[config.mk]
export PLATFORM = sky130hd
export DESIGN_NAME = checker_rr_arbiter
export DESIGN_NICKNAME = d
export VERILOG_FILES = /design/src/rtl/checker_rr_arbiter.sv
export SDC_FILE = /design/constraint.sdc
export NUM_CORES = 1
export LEC_CHECK = 0
export CORE_MARGIN = 2
export CORE_UTILIZATION = 43
export DETAILED_ROUTE_END_ITERATION = 7
export HOLD_SLACK_MARGIN = 0.03
export PLACE_DENSITY = 0.85
export SLEW_MARGIN = 20
export SYNTH_ARGS = -nofsm -noshare
export SYNTH_HDL_FRONTEND = slang
export SYNTH_SLANG_ARGS = --single-unit
[constraint.sdc]
create_clock -name clk -period 2.1 [get_ports clk]
set_input_delay 0.525 -clock clk [delete_from_list [all_inputs] [get_ports clk]]
set_output_delay 0.525 -clock clk [all_outputs]
set_load 0.01 [all_outputs]
[src/rtl/checker_rr_arbiter.sv]
// checker_rr_arbiter: shares one cpu_checker between two character streams.
// Whole '^'..'#' records are granted in round-robin order, forwarded to the
// checker with the owner's freq, and the captured format_type is handed back.
module checker_rr_arbiter #(
  parameter int RESULT_LAT = 1,
  parameter int MAX_LEN    = 64
) (
  input  logic        clk,
  input  logic        reset,
  input  logic [1:0]  req_valid,
  input  logic [7:0]  req_char0,
  input  logic [7:0]  req_char1,
  output logic [1:0]  req_ready,
  input  logic [15:0] cfg_freq0,
  input  logic [15:0] cfg_freq1,
  output logic [7:0]  chk_char,
  output logic [15:0] chk_freq,
  input  logic [1:0]  chk_format,
  output logic        busy,
  output logic        res_valid,
  output logic        res_id,
  output logic [1:0]  res_fmt,
  output logic        res_abort
);

  localparam logic [7:0] SOP_CHAR = 8'h5E;
  localparam logic [7:0] EOP_CHAR = 8'h23;
  localparam int LEN_W = $clog2(MAX_LEN + 1);
  localparam int LAT_W = (RESULT_LAT < 1) ? 1 : $clog2(RESULT_LAT + 1);
  localparam logic [LEN_W-1:0] LEN_MAX  = LEN_W'(MAX_LEN);
  localparam logic [LAT_W-1:0] LAT_LAST = LAT_W'(RESULT_LAT);

  typedef enum logic [1:0] {
    S_IDLE = 2'd0,
    S_OWN  = 2'd1,
    S_WAIT = 2'd2
  } state_t;

  state_t            state_q, state_d;
  logic              owner_q, owner_d;
  logic              last_owner_q, last_owner_d;
  logic [LEN_W-1:0]  len_q, len_d;
  logic [LAT_W-1:0]  lat_q, lat_d;
  logic [7:0]        chk_char_q, chk_char_d;
  logic [15:0]       chk_freq_q, chk_freq_d;
  logic              res_valid_q, res_valid_d;
  logic              res_id_q, res_id_d;
  logic [1:0]        res_fmt_q, res_fmt_d;
  logic              res_abort_q, res_abort_d;

  logic              sop0, sop1, both_sop, any_sop, grant_id;
  logic [15:0]       grant_freq;
  logic              own_valid;
  logic [7:0]        own_char;
  logic [15:0]       own_freq;
  logic              overflow;

  // Decode start-of-record requests, the round-robin winner and the owner's stream
  always_comb begin
    sop0       = req_valid[0] && (req_char0 == SOP_CHAR);
    sop1       = req_valid[1] && (req_char1 == SOP_CHAR);
    both_sop   = sop0 && sop1;
    any_sop    = sop0 || sop1;
    grant_id   = both_sop ? ~last_owner_q : sop1;
    grant_freq = grant_id ? cfg_freq1 : cfg_freq0;
    own_valid  = owner_q ? req_valid[1] : req_valid[0];
    own_char   = owner_q ? req_char1 : req_char0;
    own_freq   = owner_q ? cfg_freq1 : cfg_freq0;
    overflow   = (len_q == LEN_MAX) && (own_char != SOP_CHAR);
  end

  // Next-state, handshake and result logic for the IDLE/OWN/WAIT record FSM
  always_comb begin
    state_d      = state_q;
    owner_d      = owner_q;
    last_owner_d = last_owner_q;
    len_d        = len_q;
    lat_d        = lat_q;
    chk_char_d   = 8'h00;
    chk_freq_d   = chk_freq_q;
    res_valid_d  = 1'b0;
    res_id_d     = res_id_q;
    res_fmt_d    = res_fmt_q;
    res_abort_d  = res_abort_q;
    req_ready    = 2'b00;

    case (state_q)
      S_IDLE: begin
        req_ready[0] = req_valid[0] && !(both_sop && grant_id);
        req_ready[1] = req_valid[1] && !(both_sop && !grant_id);
        if (any_sop) begin
          state_d    = S_OWN;
          owner_d    = grant_id;
          len_d      = LEN_W'(1);
          chk_char_d = SOP_CHAR;
          chk_freq_d = grant_freq;
        end
      end

      S_OWN: begin
        if (!own_valid || overflow) begin
          state_d      = S_IDLE;
          res_valid_d  = 1'b1;
          res_abort_d  = 1'b1;
          res_fmt_d    = 2'b00;
          res_id_d     = owner_q;
          last_owner_d = owner_q;
        end else begin
          req_ready  = owner_q ? 2'b10 : 2'b01;
          chk_char_d = own_char;
          chk_freq_d = own_freq;
          len_d      = (own_char == SOP_CHAR) ? LEN_W'(1) : len_q + LEN_W'(1);
          if (own_char == EOP_CHAR) begin
            state_d = S_WAIT;
            lat_d   = '0;
          end
        end
      end

      S_WAIT: begin
        if (lat_q == LAT_LAST) begin
          state_d      = S_IDLE;
          res_valid_d  = 1'b1;
          res_abort_d  = 1'b0;
          res_fmt_d    = chk_format;
          res_id_d     = owner_q;
          last_owner_d = owner_q;
        end else begin
          lat_d = lat_q + LAT_W'(1);
        end
      end

      default: begin
        state_d = S_IDLE;
      end
    endcase
  end

  // State and output registers; reset drops any record in flight
  always_ff @(posedge clk or negedge reset) begin
    if (!reset) begin
      state_q      <= S_IDLE;
      owner_q      <= 1'b0;
      last_owner_q <= 1'b1;
      len_q        <= '0;
      lat_q        <= '0;
      chk_char_q   <= 8'h00;
      chk_freq_q   <= 16'h0000;
      res_valid_q  <= 1'b0;
      res_id_q     <= 1'b0;
      res_fmt_q    <= 2'b00;
      res_abort_q  <= 1'b0;
    end else begin
      state_q      <= state_d;
      owner_q      <= owner_d;
      last_owner_q <= last_owner_d;
      len_q        <= len_d;
      lat_q        <= lat_d;
      chk_char_q   <= chk_char_d;
      chk_freq_q   <= chk_freq_d;
      res_valid_q  <= res_valid_d;
      res_id_q     <= res_id_d;
      res_fmt_q    <= res_fmt_d;
      res_abort_q  <= res_abort_d;
    end
  end

  assign chk_char  = chk_char_q;
  assign chk_freq  = chk_freq_q;
  assign busy      = (state_q != S_IDLE);
  assign res_valid = res_valid_q;
  assign res_id    = res_id_q;
  assign res_fmt   = res_fmt_q;
  assign res_abort = res_abort_q;

endmodule

==> results.py, run 1 <==
metrics = {
    "outcome": {
        "run_status": "complete, but fails checks",
        "violations": "setup timing",
    },
    "cells_and_area": {
        "syn_to_final_growth_pct": 63.36,
        "n_antenna_cell": 0,
        "nNetsFinal": 475,
        "final_util": 0.7215,
        "layout-drive-gt1-share": 0.2998,
    },
    "die": {
        "std_cell_rows": 29,
        "start_util": 0.4417,
        "die_area_um2": 7106,
        "io-pin-count": 86,
        "core_area_um2": 6277,
        "die_h_um": 84.30,
        "die_w_um": 84.30,
    },
    "global_routing": {
        "grt_usage": 0.2785,
        "grt_pass1_wl_mm": 15.73,
        "use_met2": 0.4921,
        "gr-total-overflow": 0,
        "grt_util_met3": 0.04621,
        "gr-usage-met1": 0.3483,
        "grt_max_degree": 42,
        "busiest_layer": "met2",
        "first_global_vias": 3020,
        "antenna_found_initial": 0,
    },
    "clocking": {
        "cts-root-buf": "clkbuf_8",
        "clkTransAtPathRegs_ps": 80,
        "tritoncts_num_sinks": 41,
        "cts_hold_buf": 0,
        "numCtsBuffers": 5,
        "htree_levels": 2,
        "clk_latency_ps": 310,
        "cts_tree": "done",
        "cts.path.max_buffers": 2,
    },
    "worst_hold_path": {
        "min_path_type": "input pin to async pin",
    },
    "drt": {
        "vias": 2946,
        "firstDrtPassIters": 4,
        "post_drt_via_cell_ratio": 5.964,
        "drt_iter0_markers": 220,
        "routedWlPerCell_um": 19.92,
        "wirelength_mm": 9.839,
        "drc": 0,
        "ant_nets": 0,
    },
    "critical_path": {
        "cp-end-kind": "output pin",
        "arrival_ps": 1860,
        "crit_path_start_kind": "input pin",
        "path_max_fanout": 3,
        "crit_slowest_cell": "dlygate4sd2_1",
        "path_class": "input pin to output pin",
        "crit_required_ps": 1570,
        "crit_family": "buffers and inverters",
        "path_buf_inv": 3,
        "max_stage_delay_ps": 270,
        "path_cells": "dlygate4sd2_1, and3b_1, nand4b_1, buf_4, o311ai_4, o21ai_1, buf_2",
    },
    "synth": {
        "synth_top_cell_by_area": "dfrtp_1",
        "ys_top_cells_by_count": "59 x mux2i_1, 40 x dfrtp_1, 22 x nand2_1",
        "post_synth.cell_area_avg_um2": 10.12,
        "netlist_area_um2": 2773,
        "ys_types": 49,
        "ys_ff_latch": 41,
        "synth_top_area_frac": 0.3610,
        "synth_ff_type": "dfrtp_1",
        "seq_area_frac_synth": 0.3705,
        "syn_inst": 274,
        "yosysWarnings": 0,
        "async_flop_share": 1.000,
        "synth_fp_nets": 333,
        "synthTopCellsByArea": "dfrtp_1 36%, mux2i_1 21%, mux2_2 5.7%",
        "yosysMostFrequentCell": "mux2i_1",
        "synth_edf_count": 0,
    },
    "power": {
        "p_per_area_nw_per_um2": 881.6,
        "peakVddDrop_uv": 628.1,
        "power.total_mw": 3.993,
        "p_leak_nw": 2.238,
    },
    "sta": {
        "maxSlewViolCount": 0,
        "rsz0062_at_grt": "yes",
        "tightest_slew_ps": 550.0,
        "setup_ws_ps": -285.4,
        "relSlewSlack": 0.6333,
        "fmax_mhz": 419.2,
        "hold_viol_final": 0,
        "setup_viol": 24,
        "fin_crit_ps": 2385,
        "fin_crit_sh": 1.136,
        "fin_skew_ps": 14.34,
        "whs_ps": 277.8,
    },
    "flow_run": {
        "drv_cap": 0,
    },
    "placed_design": {
        "port_buffers": 85,
        "place_hpwl_mm": 5.882,
        "gp_congestion": 0.8844,
    },
}
-- worst register-to-register path: cells and delay by family, from the launching register on --
kind | cells | cell delay [ps]
buf+inv | 3 | 430
simple gates | 2 | 550
compound gates | 2 | 400
mux | 1 | 310
flops | 1 | 480
-- per-layer routing --
layer  part of all wire  vias to the layer above
li1                   -                     1310
met1               0.41                     1441
met2               0.50                      158
met3              0.058                       37
met4              0.033                        0
met5                  0                        -
-- cells by family (layout without fill, tap and decap cells) --
group	count (synthesis)	in the layout	share of synthesized area
compound gates	52	52	0.1363
simple gates	67	67	0.1345
flops	41	41	0.3705
buf+inv	33	176	0.05415
fa+ha+maj	5	5	0.02256
mux	76	76	0.2820
-- per-stage QoR --
stage	TNS (ps)	std cells	instance area, µm²	setup WS, ps
global placement	-23260	468	4050	-986.5
floorplan	-2192	274	2785	-136.8
CTS	-5079	493	4521	-321.3
finish	-4986	494	4529	-285.4
detailed placement	-24960	468	4050	-996.4
global route	-6356	494	4529	-348.8
-- cells in the final DEF, fill, tap and decap left out, drive strengths merged, types with 3 or more instances in the layout --
| master | count |
|---|---|
| a21oi | 8 |
| a31oi | 4 |
| buf | 74 |
| clkbuf | 9 |
| clkdlybuf4s15 | 3 |
| clkdlybuf4s50 | 63 |
| dfrtp | 40 |
| dlygate4sd2 | 8 |
| ha | 5 |
| inv | 17 |
| mux2 | 17 |
| mux2i | 59 |
| nand2 | 22 |
| nand3 | 8 |
| nand3b | 3 |
| nand4 | 5 |
| nor2 | 8 |
| nor2b | 3 |
| nor3 | 3 |
| o211ai | 5 |
| o21ai | 16 |
| o221ai | 3 |
-- sequential cells by signal, summed over array words and instances, names as in the netlist, 2 cells and up --
| name | count |
|---|---|
| state_q | 2 |
| res_fmt | 2 |
| len_q | 7 |
| chk_freq | 16 |
| chk_char | 8 |
-- area by class of cell --
| cell class | count | area, µm² |
|---|---|---|
| fillers | 390 | 1748 |
| multi-input cells | 200 | 1797 |
| clock inverters | 1 | 30.03 |
| flip-flops and latches | 41 | 1028 |
| well taps | 77 | 96.34 |
| repair buffers | 151 | 1428 |
| clock buffers | 7 | 86.33 |
| inverters | 17 | 63.81 |
-- timing repair --
action	4_1_cts	5_1_grt
endpoints found under the setup margin	36	31
resized for setup	90	16
cloned	3	0
buffers inserted	15	5
pin swaps	13	14
-- path summary, 6_finish.rpt --
check | end | cells after the start | from | slack, ps
worst max-delay path | req_ready[0] | 7 | req_char0[7] | -290
worst max register to register | chk_freq[8] | 8 | owner_q | -190
worst min register to register | chk_freq[11] | 1 | chk_freq[11] | 520
worst min-delay path | res_valid | 2 | reset | 280
min in group clk | chk_char[0] | 3 | req_char1[0] | 490
max in group asynchronous | owner_q | 2 | reset | 1400
-- power by group --
| part | switching [mW] | internal (mW) |
|---|---|---|
| Clock | 0.286 | 0.388 |
| Combinational | 0.877 | 1.24 |
| Sequential | 0.169 | 1.03 |
| Total | 1.33 | 2.66 |
(Power assumes the default switching activity.)
==> run 2, diff against run 1 <==
Settings changed: SETUP_SLACK_MARGIN from default to 0.15.
==> results.py, run 2 (same netlist as run 1, synthesis figures left out) <==
metrics = {
    "die": {
        "die_area_um2": 7106,
        "std_cell_rows": 29,
        "die_h_um": 84.30,
        "start_util": 0.4417,
        "die_w_um": 84.30,
        "core_area_um2": 6277,
        "io-pin-count": 86,
    },
    "cells_and_area": {
        "syn_to_final_growth_pct": 66.70,
        "final_common_cell": "clkdlybuf4s50_1",
        "largest_reg_flops": 16,
        "nNetsFinal": 480,
        "final_cells": 499,
        "n_antenna_cell": 0,
        "layout-drive-gt1-share": 0.3270,
        "final_util": 0.7363,
        "layout_common_cells": "64 x clkdlybuf4s50_1, 59 x mux2i_1, 48 x buf_4, 39 x dfrtp_1, 19 x buf_6",
    },
    "sta": {
        "setup_tns_ps": -7030,
        "rsz0062_at_grt": "yes",
        "fmax_mhz": 398.7,
        "setup_ws_ps": -408.1,
        "whs_ps": 265.5,
        "fin_crit_sh": 1.194,
        "hold_viol_final": 0,
        "tightest_slew_ps": 542.7,
        "fin_crit_ps": 2508,
        "fin_skew_ps": 17.26,
        "maxSlewViolCount": 0,
        "relSlewSlack": 0.6382,
        "setup_viol": 34,
    },
    "clocking": {
        "tritoncts_num_sinks": 41,
        "cts-root-buf": "clkbuf_8",
        "clk_latency_ps": 320,
        "htree_levels": 2,
        "cts_tree": "done",
        "cts.path.max_buffers": 2,
        "clkTransAtPathRegs_ps": 80,
        "cts_hold_buf": 0,
        "numCtsBuffers": 5,
    },
    "flow_run": {
        "drv_cap": 0,
    },
    "outcome": {
        "violations": "setup timing",
        "run_status": "complete, but fails checks",
    },
    "drt": {
        "drt_iter0_markers": 273,
        "post_drt_via_cell_ratio": 6.050,
        "m1WireLength_mm": 4.159,
        "drc": 0,
        "dr_wl_met2_mm": 5.314,
        "firstDrtPassIters": 4,
        "dr.max_layer_used": "met4",
        "ant_nets": 0,
        "met3WireLength_um": 596,
        "vias": 3019,
        "wirelength_mm": 10.41,
        "routedWlPerCell_um": 20.86,
    },
    "global_routing": {
        "first_global_vias": 2912,
        "gr-total-overflow": 0,
        "grt_usage": 0.2413,
        "grt_max_degree": 42,
        "grt_pass1_wl_mm": 13.88,
        "antenna_found_initial": 0,
    },
    "critical_path": {
        "crit_required_ps": 1570,
        "crit_path_start_kind": "input pin",
        "path_cells": "clkdlybuf4s50_1, nor3b_4, a2bb2o_4, a41oi_4, o21ai_1, buf_2",
        "crit_slowest_cell": "clkdlybuf4s50_1",
        "path_buf_inv": 2,
        "crit_family": "buffers and inverters",
        "cp-end-kind": "output pin",
        "path_max_fanout": 3,
        "max_stage_delay_ps": 520,
        "path_class": "input pin to output pin",
        "arrival_ps": 1980,
    },
    "power": {
        "p_per_area_nw_per_um2": 853.2,
        "power.total_mw": 3.943,
        "p_leak_nw": 2.227,
        "peakVddDrop_uv": 584.7,
    },
    "worst_hold_path": {
        "min_path_type": "input pin to async pin",
    },
    "placed_design": {
        "place_hpwl_mm": 5.748,
        "port_buffers": 85,
        "placed_cells": 468,
        "gp_congestion": 0.8952,
    },
}
## run 2: cell count changes in the layout (fill, tap and decap cells not counted), moves of 4 or more
cell / delta
mux2_4: -13
buf_6: +10
mux2_2: +12
o21ai_1: +8
o21ai_0: -10
dlygate4sd2_1: +4
## run 2: worst register-to-register path, delay by kind of cell, from the launching register on
kind | cells | cell delay [ps]
buf+inv | 5 | 640
flops | 1 | 390
mux | 1 | 310
compound gates | 3 | 630
fa+ha+maj | 1 | 150
simple gates | 1 | 120
## run 2: what timing repair did
action                                  CTS  global route
endpoints found under the setup margin   41            43
resized for setup                        76            43
buffers inserted                         10             9
pin swaps                                19            11
gates cloned                              2             2
## run 2: per-stage QoR
stage	instance area (µm²)	setup WS, ps
floorplan	2788	-136.8
global placement	4038	-977.1
detailed placement	4038	-1038
CTS	4294	-319.3
global route	4622	-434.9
finish	4622	-408.1
## run 2: area by class of cell
type / instances / area, µm²
timing repair buffer: 156 / 1475
multi-input combinational: 200 / 1851
clock inverter: 2 / 35.03
clock buffer: 6 / 72.57
tap: 77 / 96.34
sequential: 41 / 1028
inverter: 17 / 63.81
fill: 383 / 1655
## run 2: metal layers
metal,vias to the layer above,global-route usage
li1,1319,-
met1,1484,0.2972
met2,177,0.4235
met3,39,0.04326
met4,0,0.08504
met5,-,0
## run 2: power breakdown
| group | leakage, nW | switching (mW) | internal (mW) |
|---|---|---|---|
| Clock | 0.0552 | 0.303 | 0.353 |
| Sequential | 0.517 | 0.174 | 1.03 |
| Combinational | 1.65 | 0.911 | 1.17 |
## run 2: path summary, 6_finish.rpt
check / slack [ps] / startpoint / cells past startpoint / end
min in group clk: 490 / req_char1[0] / 3 / chk_char[0]
hold / removal: 270 / reset / 2 / res_valid
setup / recovery: -410 / req_char0[6] / 6 / req_ready[1]
setup reg to reg: -260 / len_q[1] / 11 / chk_freq[14]
max in group asynchronous: 1420 / reset / 2 / owner_q
hold reg to reg: 510 / chk_freq[10] / 1 / chk_freq[10]
